## src/rtl/isr_sequencer.sv

```systemverilog
// isr_sequencer
//   Interrupt entry/exit sequencer. On a jump-to-ISR request it saves the
//   status context into exception SPRs, drops to system mode and redirects
//   the PC to SISR. On a return-from-exception instruction it restores the
//   context and redirects the PC to the saved epc.
// Ports:
//   clk, rst (async, active-low)
//   jisr, mca[22:0], rpt   : interrupt request, masked cause, repeat select
//   pc, next_pc, ea        : current PC, successor PC, effective address
//   instruction, instr_valid : instruction in execute (rfe detection)
//   sprw, reg_sel, data_in : software SPR write port
//   spr_out                : combinational SPR read (selected by reg_sel)
//   sr, mode               : status register, 1 = user / 0 = system
//   pc_load, pc_target     : one-cycle PC redirect
//   stall                  : pipeline hold while the sequence is running
module isr_sequencer #(
  parameter logic [31:0] SISR   = 32'h0000_0000,
  parameter logic [5:0]  RFE_OP = 6'b111111
) (
  input  logic        clk,
  input  logic        rst,
  input  logic        jisr,
  input  logic [22:0] mca,
  input  logic        rpt,
  input  logic [31:0] pc,
  input  logic [31:0] next_pc,
  input  logic [31:0] ea,
  input  logic [31:0] instruction,
  input  logic        instr_valid,
  input  logic        sprw,
  input  logic [2:0]  reg_sel,
  input  logic [31:0] data_in,
  output logic [31:0] spr_out,
  output logic [31:0] sr,
  output logic [31:0] mode,
  output logic        pc_load,
  output logic [31:0] pc_target,
  output logic        stall
);

  typedef enum logic [2:0] {
    ST_IDLE,
    ST_SAVE,
    ST_VECTOR,
    ST_RESTORE,
    ST_RETURN
  } state_t;

  state_t      state, state_nxt;
  logic [31:0] esr, eca, epc, edata, emode;
  logic [2:0]  depth;
  logic        pending;
  logic        take_isr;
  logic        is_rfe;

  // A request latched while busy is serviced exactly like a live jisr.
  assign take_isr = jisr || pending;
  assign is_rfe   = instr_valid && (instruction[31:26] == RFE_OP) && (mode == '0);

  always_ff @(posedge clk or negedge rst) begin
    if (!rst) state <= ST_IDLE;
    else      state <= state_nxt;
  end

  always_comb begin
    state_nxt = state;
    case (state)
      ST_IDLE: begin
        if (take_isr)    state_nxt = ST_SAVE;
        else if (is_rfe) state_nxt = ST_RESTORE;
      end
      ST_SAVE:    state_nxt = ST_VECTOR;
      ST_VECTOR:  state_nxt = ST_IDLE;
      ST_RESTORE: state_nxt = ST_RETURN;
      ST_RETURN:  state_nxt = ST_IDLE;
      default:    state_nxt = ST_IDLE;
    endcase
  end

  always_comb begin
    pc_load   = 1'b0;
    pc_target = '0;
    stall     = (state != ST_IDLE);
    case (state)
      ST_VECTOR: begin
        pc_load   = 1'b1;
        pc_target = SISR;
      end
      ST_RETURN: begin
        pc_load   = 1'b1;
        pc_target = epc;
      end
      default: ;
    endcase
  end

  // Software write is applied first; hardware updates below override it
  // for any register both touch in the same cycle.
  always_ff @(posedge clk or negedge rst) begin
    if (!rst) begin
      sr      <= '0;
      esr     <= '0;
      eca     <= '0;
      epc     <= '0;
      edata   <= '0;
      mode    <= '0;
      emode   <= '0;
      depth   <= '0;
      pending <= 1'b0;
    end else begin
      if (state == ST_IDLE && mode == '0 && sprw) begin
        case (reg_sel)
          3'd0: sr    <= data_in;
          3'd1: esr   <= data_in;
          3'd2: eca   <= data_in;
          3'd3: epc   <= data_in;
          3'd4: edata <= data_in;
          3'd5: mode  <= data_in;
          3'd6: emode <= data_in;
          default: ;
        endcase
      end

      case (state)
        ST_IDLE: begin
          if (take_isr) begin
            esr   <= sr;
            eca   <= {9'b0, mca};
            epc   <= rpt ? pc : next_pc;
            edata <= ea;
            emode <= mode;
          end
        end
        ST_SAVE: begin
          sr   <= '0;
          mode <= '0;
          if (depth != 3'd7) depth <= depth + 3'd1;
        end
        ST_RESTORE: begin
          sr   <= esr;
          mode <= emode;
          if (depth != 3'd0) depth <= depth - 3'd1;
        end
        default: ;
      endcase

      // Any pending request is consumed by the IDLE cycle that enters SAVE.
      if (state == ST_IDLE) pending <= 1'b0;
      else if (jisr)        pending <= 1'b1;
    end
  end

  always_comb begin
    spr_out = '0;
    case (reg_sel)
      3'd0: spr_out = sr;
      3'd1: spr_out = esr;
      3'd2: spr_out = eca;
      3'd3: spr_out = epc;
      3'd4: spr_out = edata;
      3'd5: spr_out = mode;
      3'd6: spr_out = emode;
      3'd7: spr_out = {29'b0, depth};
      default: spr_out = '0;
    endcase
  end

endmodule

```

## config.mk

```make
export PLATFORM = sky130hd
export DESIGN_NAME = isr_sequencer
export DESIGN_NICKNAME = d
export VERILOG_FILES = /design/src/rtl/isr_sequencer.sv
export SDC_FILE = /design/constraint.sdc
export NUM_CORES = 1
export LEC_CHECK = 0
export CORE_MARGIN = 2
export CORE_UTILIZATION = 25
export DETAILED_ROUTE_END_ITERATION = 12
export PLACE_DENSITY_LB_ADDON = 0.15
export SKIP_CTS_REPAIR_TIMING = 1
export SLEW_MARGIN = 10
export SYNTH_ARGS = -nofsm -noshare
export SYNTH_HDL_FRONTEND = slang
export SYNTH_SLANG_ARGS = --single-unit
```

## constraint.sdc

```tcl
create_clock -name clk -period 3.1 [get_ports clk]
set_input_delay 0.775 -clock clk [delete_from_list [all_inputs] [get_ports clk]]
set_output_delay 0.775 -clock clk [all_outputs]
set_load 0.01 [all_outputs]
```

==> Word-level counts from Yosys, hierarchy flattened <==
Cells that the tools add are included.
{ "word_totals": {"output_inout_bits": 130, "reg_bits": 231, "inputBits": 192} }
{ "classes": {"n_reduce_logical": 19, "muxes": 38, "add_sub_neg": 2, "eq_ne": 16} }
{ "ops": {"columns": ["op", "n"], "rows": [
  ["$mux W32", 26],
  ["$pmux W32 S8", 1],
  ["$pmux W32 S2", 2],
  ["$logic_not A32 Y1", 1],
  ["$eq A3 B3 Y1 const B", 5],
  ["$reduce_bool A3 Y1", 5],
  ["$eq A3 B2 Y1 const B", 4],
  ["$mux W3", 4],
  ["$pmux W3 S3", 1],
  ["$eq A3 B1 Y1 const B", 2],
  ["$eq A6 B6 Y1 const B", 1],
  ["$logic_not A3 Y1", 2],
  ["$ne A3 B3 Y1 const B", 2],
  ["$pmux W3 S2", 1],
  ["$logic_and A1 B1 Y1", 4],
  ["$ne A2 B2 Y1 const B", 2],
  ["$reduce_and A2 Y1", 2],
  ["$reduce_bool A2 Y1", 2],
  ["$add A3 B1 Y3 const B", 1],
  ["$mux W1", 3],
  ["$reduce_and A3 Y1", 1],
  ["$sub A3 B1 Y3 const B", 1],
  ["$reduce_or A2 Y1", 1],
  ["$logic_or A1 B1 Y1", 1]
]} }

==> Longest topological paths before layout <==
{ "depth": {"ltp_word": 6, "ltp_mapped": 8, "mapped_depth_nobuf": 6} }

==> Worst setup path before layout <==
Ideal clock, no wire load.
{ "synth_timing": {"path_type": "in2out", "startpoint": "input port reg_sel[1]", "endpoint": "output port spr_out[20]", "arrival_time_ns": 2.329, "stages": 6, "setup_slack_ns": -0.004, "path_buffers": 4, "required_ns": 2.325, "path_cell_list": "buf_2 > buf_1 > clkbuf_1 > buf_1 > a221oi_1 > nor2_1"} }
{ "synth_via": {"elab_chain_cells": 2, "elab_cells_between_ends": 9, "classes_between": "eq/ne: 7; mux: 1; reduce/logical: 1"} }
{ "synth_lines": {"columns": ["item", "line", "text"], "rows": [
  ["from (decl)", "31", "input logic [2:0] reg_sel,"],
  ["$eq A3 B3 Y1, or another cell as far along", "155", "case (reg_sel)"],
  ["$pmux W32 S8 (*)", "155", null],
  ["to (decl)", "33", "output logic [31:0] spr_out,"]
]} }
Every way passes the cells marked *; elsewhere a longest branch is shown, timed or not.

==> Worst setup path after layout <==
{ "layout_timing": {"startpoint": "input port reg_sel[0]", "endpoint": "output port spr_out[0]"} }
Same word-level chain as after synthesis.

==> metrics.md <==
| Metric | Value |
|---|---|
| Min-delay worst type | in -> async |
| Final core occ | 0.369 |
| Commonest cells in the netlist | 258 x nand2_1, 231 x dfrtp_1, 155 x nor2_1 |
| Clock Pin Slew Worst Setup and Hold Paths | 0.05 ns |
| Maximum vdd drop | around 0.48 mV |
| Antenna violations before repair | 3 |
| Area Overhead vs Synth | 46.1% |
| Largest family of logic cells by synthesized area | compound AO/OA/AOI/OAI gates |
| Count leader, synth | nand2_1 |
| CP startpoint | reg_sel[0] |
| Period utilization | 0.981 |
| Buf/Inv on CP | 3 |
| Total wire length | roughly 57 mm |
| F_max | about 0.33 GHz |
| Vias in the first global route | 12454 |
| Worst-margin pin slew | around 0.76 ns |
| Final ANT Viol Nets | 0 |
| WHS | between 0.15 and 0.2 ns |
| Starting density of the core | 0.252 |
| Pre-CTS setup slack | -0.455 ns |
| DRC violations left | 0 |
| Die Y | between 200 and 250 µm |
| WL/cell | 23.9 µm |
| Clk root buf | clkbuf_16 |
| Share of cells above drive strength 1 | 0.149 |
| Clk_skew | 0.0421 ns |
| DRT Pass-1 Iters | 5 |
| Unrepaired setup endpoints after global routing | false |
| Dpl cells | 2327 |
| Iter 0 DRT Violations | 841 |
| Critical path type | in -> out |
| WP data required | 2.32 ns |
| Reg area | 5790 µm² |
| Worst r2r dst | emode[13] |
| Final Hold Vio Count | 0 |
| Crit path max-delay family | buffers and inverters |
| Fin cells | 2395 |
| GRT Total Usage | 0.206 |
| PD cells | 917 nW/µm² |
| Outcome | finished clean |
| Hpwl dp | roughly 38 mm |
| Die area | around 54000 µm² |
| Synth Area in Simple Gates | 0.168 |
| I/O pin count | 322 |
| Reg2reg path depth | 6 |
| Startpoint Class | primary input |
| Post-Synth Adder-Cell Area | 0.00155 |
| Compound-gate portion of the synthesized area | 0.179 |
| Crit-path max cell delay | 0.49 ns |
| Setup WS post-layout | 0.0600 ns |
| Crit path cell chain | buf_8 > buf_12 > mux4_2 > a21o_1 > clkdlybuf4s50_1 |
| Top FF cell, synth | dfrtp_1 |
| Crit path DAT | 2.27 ns |
| CTS tree | done |
| IO buf count | 295 |
| Latest clock arrival within the worst-skew pair | around 0.58 ns |
| Worst R2R Start | mode[22] |
| Max_slew headroom | 0.495 |
| Final Net Count | between 1500 and 2000 |
| First-pass GRT wire length | 83.2 mm |
| Number of synthesized register bits | 231 |
| Synth top area share | 0.446 |
| # fillers | 5183 |
| Mapped Nets | 1561 |
| Post-synthesis xor/xnor area fraction | 0.00135 |
| Mapped Area | 12900 µm² |
| Fraction of synthesized area in multiplexers | 0.165 |
| Synthesized instance count | roughly 1400 |
| Critical-path top delay cell | mux4_2 |
| Cell variety after synth | between 40 and 50 |
| Vias per cell | 5.09 |
| Largest cells by area after synthesis | dfrtp_1 45%, mux2i_1 7.5%, nand2_1 7.5%, a22o_1 4.9%, mux2_1 4.6% |
| Number of synthesized flops with an enable pin | 0 |
| Sequential-to-total area share from yosys stat | 0.446 |
| # Max-Cap Violations | 0 |
| Yosys top cell by area | dfrtp_1 |
| # setup viols final | 0 |
| Global route overflow | 0 |
| Synthesis Warnings | 0 |
| # clock sinks | around 230 |
| Critical Path Fanout Max | 11 |
| Async S/R FF share, synth | 1.00 |
| R2r setup slk | 0.46 ns |
| Final Max Slew Viols | 0 |
| CTS Buf Count | 29 |
| Site Rows | 83 |
| Clock Path Buffers | 3 |
| Critical Path End Type | output port |
| Final Critical Period | around 3.0 ns |
| Core Box Area | 51300 µm² |
| H-tree depth | 1 |
| Syn_area_per_cell | 9.47 µm² |
| Via Count | 12188 |
| Area occupied by multi-input gates | 6960 µm² |
| Largest net degree at the start of global routing | 88 |
| Leakage | 8.73 nW |
| Gpl congestion | 0.806 |
| Die Span X | around 230 µm |
| Power, Total | 0.0174 W |
==> where the power goes <==
part           internal (W)  total [W]  switching (W)
clock               0.00200    0.00338        0.00139
combinational       0.00393    0.00800        0.00408
sequential          0.00449    0.00597        0.00148
==> through the flow <==
stage                     TNS, ns  cell area, µm²
after global placement     -11.63           17500
after detailed placement   -11.32           17500
after CTS                  -13.23           18400
after global routing            0           18900
final                           0           18900
after floorplan                 0           13000
==> layout by cell type (no fill, tap or decap), drive strengths merged, types with 7 or more instances in the layout <==
cell           Yosys  layout
a31oi             68      68
nand2b             8       8
o22ai             12      12
dfrtp            231     231
a22o              72      72
clkbuf            75      51
a221oi            10      10
mux2              76      76
and2              32      32
clkdlybuf4s50      0     235
a211oi             7       7
a22oi             31      31
buf               38     113
a221o             24      24
nand2            258     258
a21oi             31      31
nor2b              8       8
o31ai              8       8
o21ai             55      55
inv                9      10
nor4              13      13
mux4              14      14
mux2i             97      97
nor2             157     157
dlymetal6s2s       0      55
==> layer usage <==
metal	part of all wire	vias to the layer above	GRT usage
li1	-	5577	-
met1	0.44	6163	0.275
met2	0.48	386	0.347
met3	0.059	60	0.0365
met4	0.019	2	0.0467
met5	0.00014	-	0
==> flip-flops by register name (all words and copies together) (netlist names) <==
| signal | flops |
|---|---|
| edata | 32 |
| pending | 1 |
| epc | 32 |
| emode | 32 |
| mode | 32 |
| depth | 3 |
| state | 3 |
| sr | 32 |
| esr | 32 |
| eca | 32 |
==> area by class of cell <==
cell class / instances / share of cell area
antenna: 1 / 0.000132
clock buffer: 49 / 0.0465
clock inverter: 5 / 0.00284
inverter: 9 / 0.00179
multi-input combinational: 1015 / 0.368
sequential: 231 / 0.306
tap: 680 / 0.0450
timing repair buffer: 405 / 0.230
==> logic make-up (layout without fill, tap and decap cells) <==
| kind of cell | after synthesis | in the layout |
|---|---|---|
| simple gates | 497 | 497 |
| compound gates | 328 | 328 |
| flops | 231 | 231 |
| mux | 187 | 187 |
| buf+inv | 122 | 468 |
| xor+xnor | 2 | 2 |
| fa+ha+maj | 1 | 1 |
| other cells | 0 | 1 |
==> how the worst max path moves through the flow <==
stage | end | depth (start not counted) | slack (ns)
4_1_cts | spr_out[29] | 7 | -0.46
2_1_floorplan | spr_out[10] | 6 | 0.10
3_5_place_dp | spr_out[29] | 7 | -0.45
5_1_grt | spr_out[0] | 7 | 0.02
6_report | spr_out[0] | 5 | 0.06
3_3_place_gp | spr_out[29] | 7 | -0.45
==> worst register-to-register path, delay by kind of cell, from the launching register on <==
kind | cells | cell delay, ns
AO/OA/AOI/OAI | 2 | 1.07
AND/OR/NAND/NOR | 3 | 0.77
buffers and inverters | 1 | 0.23
flip-flops | 1 | 0.46
Power figures use the tool's default switching activity.
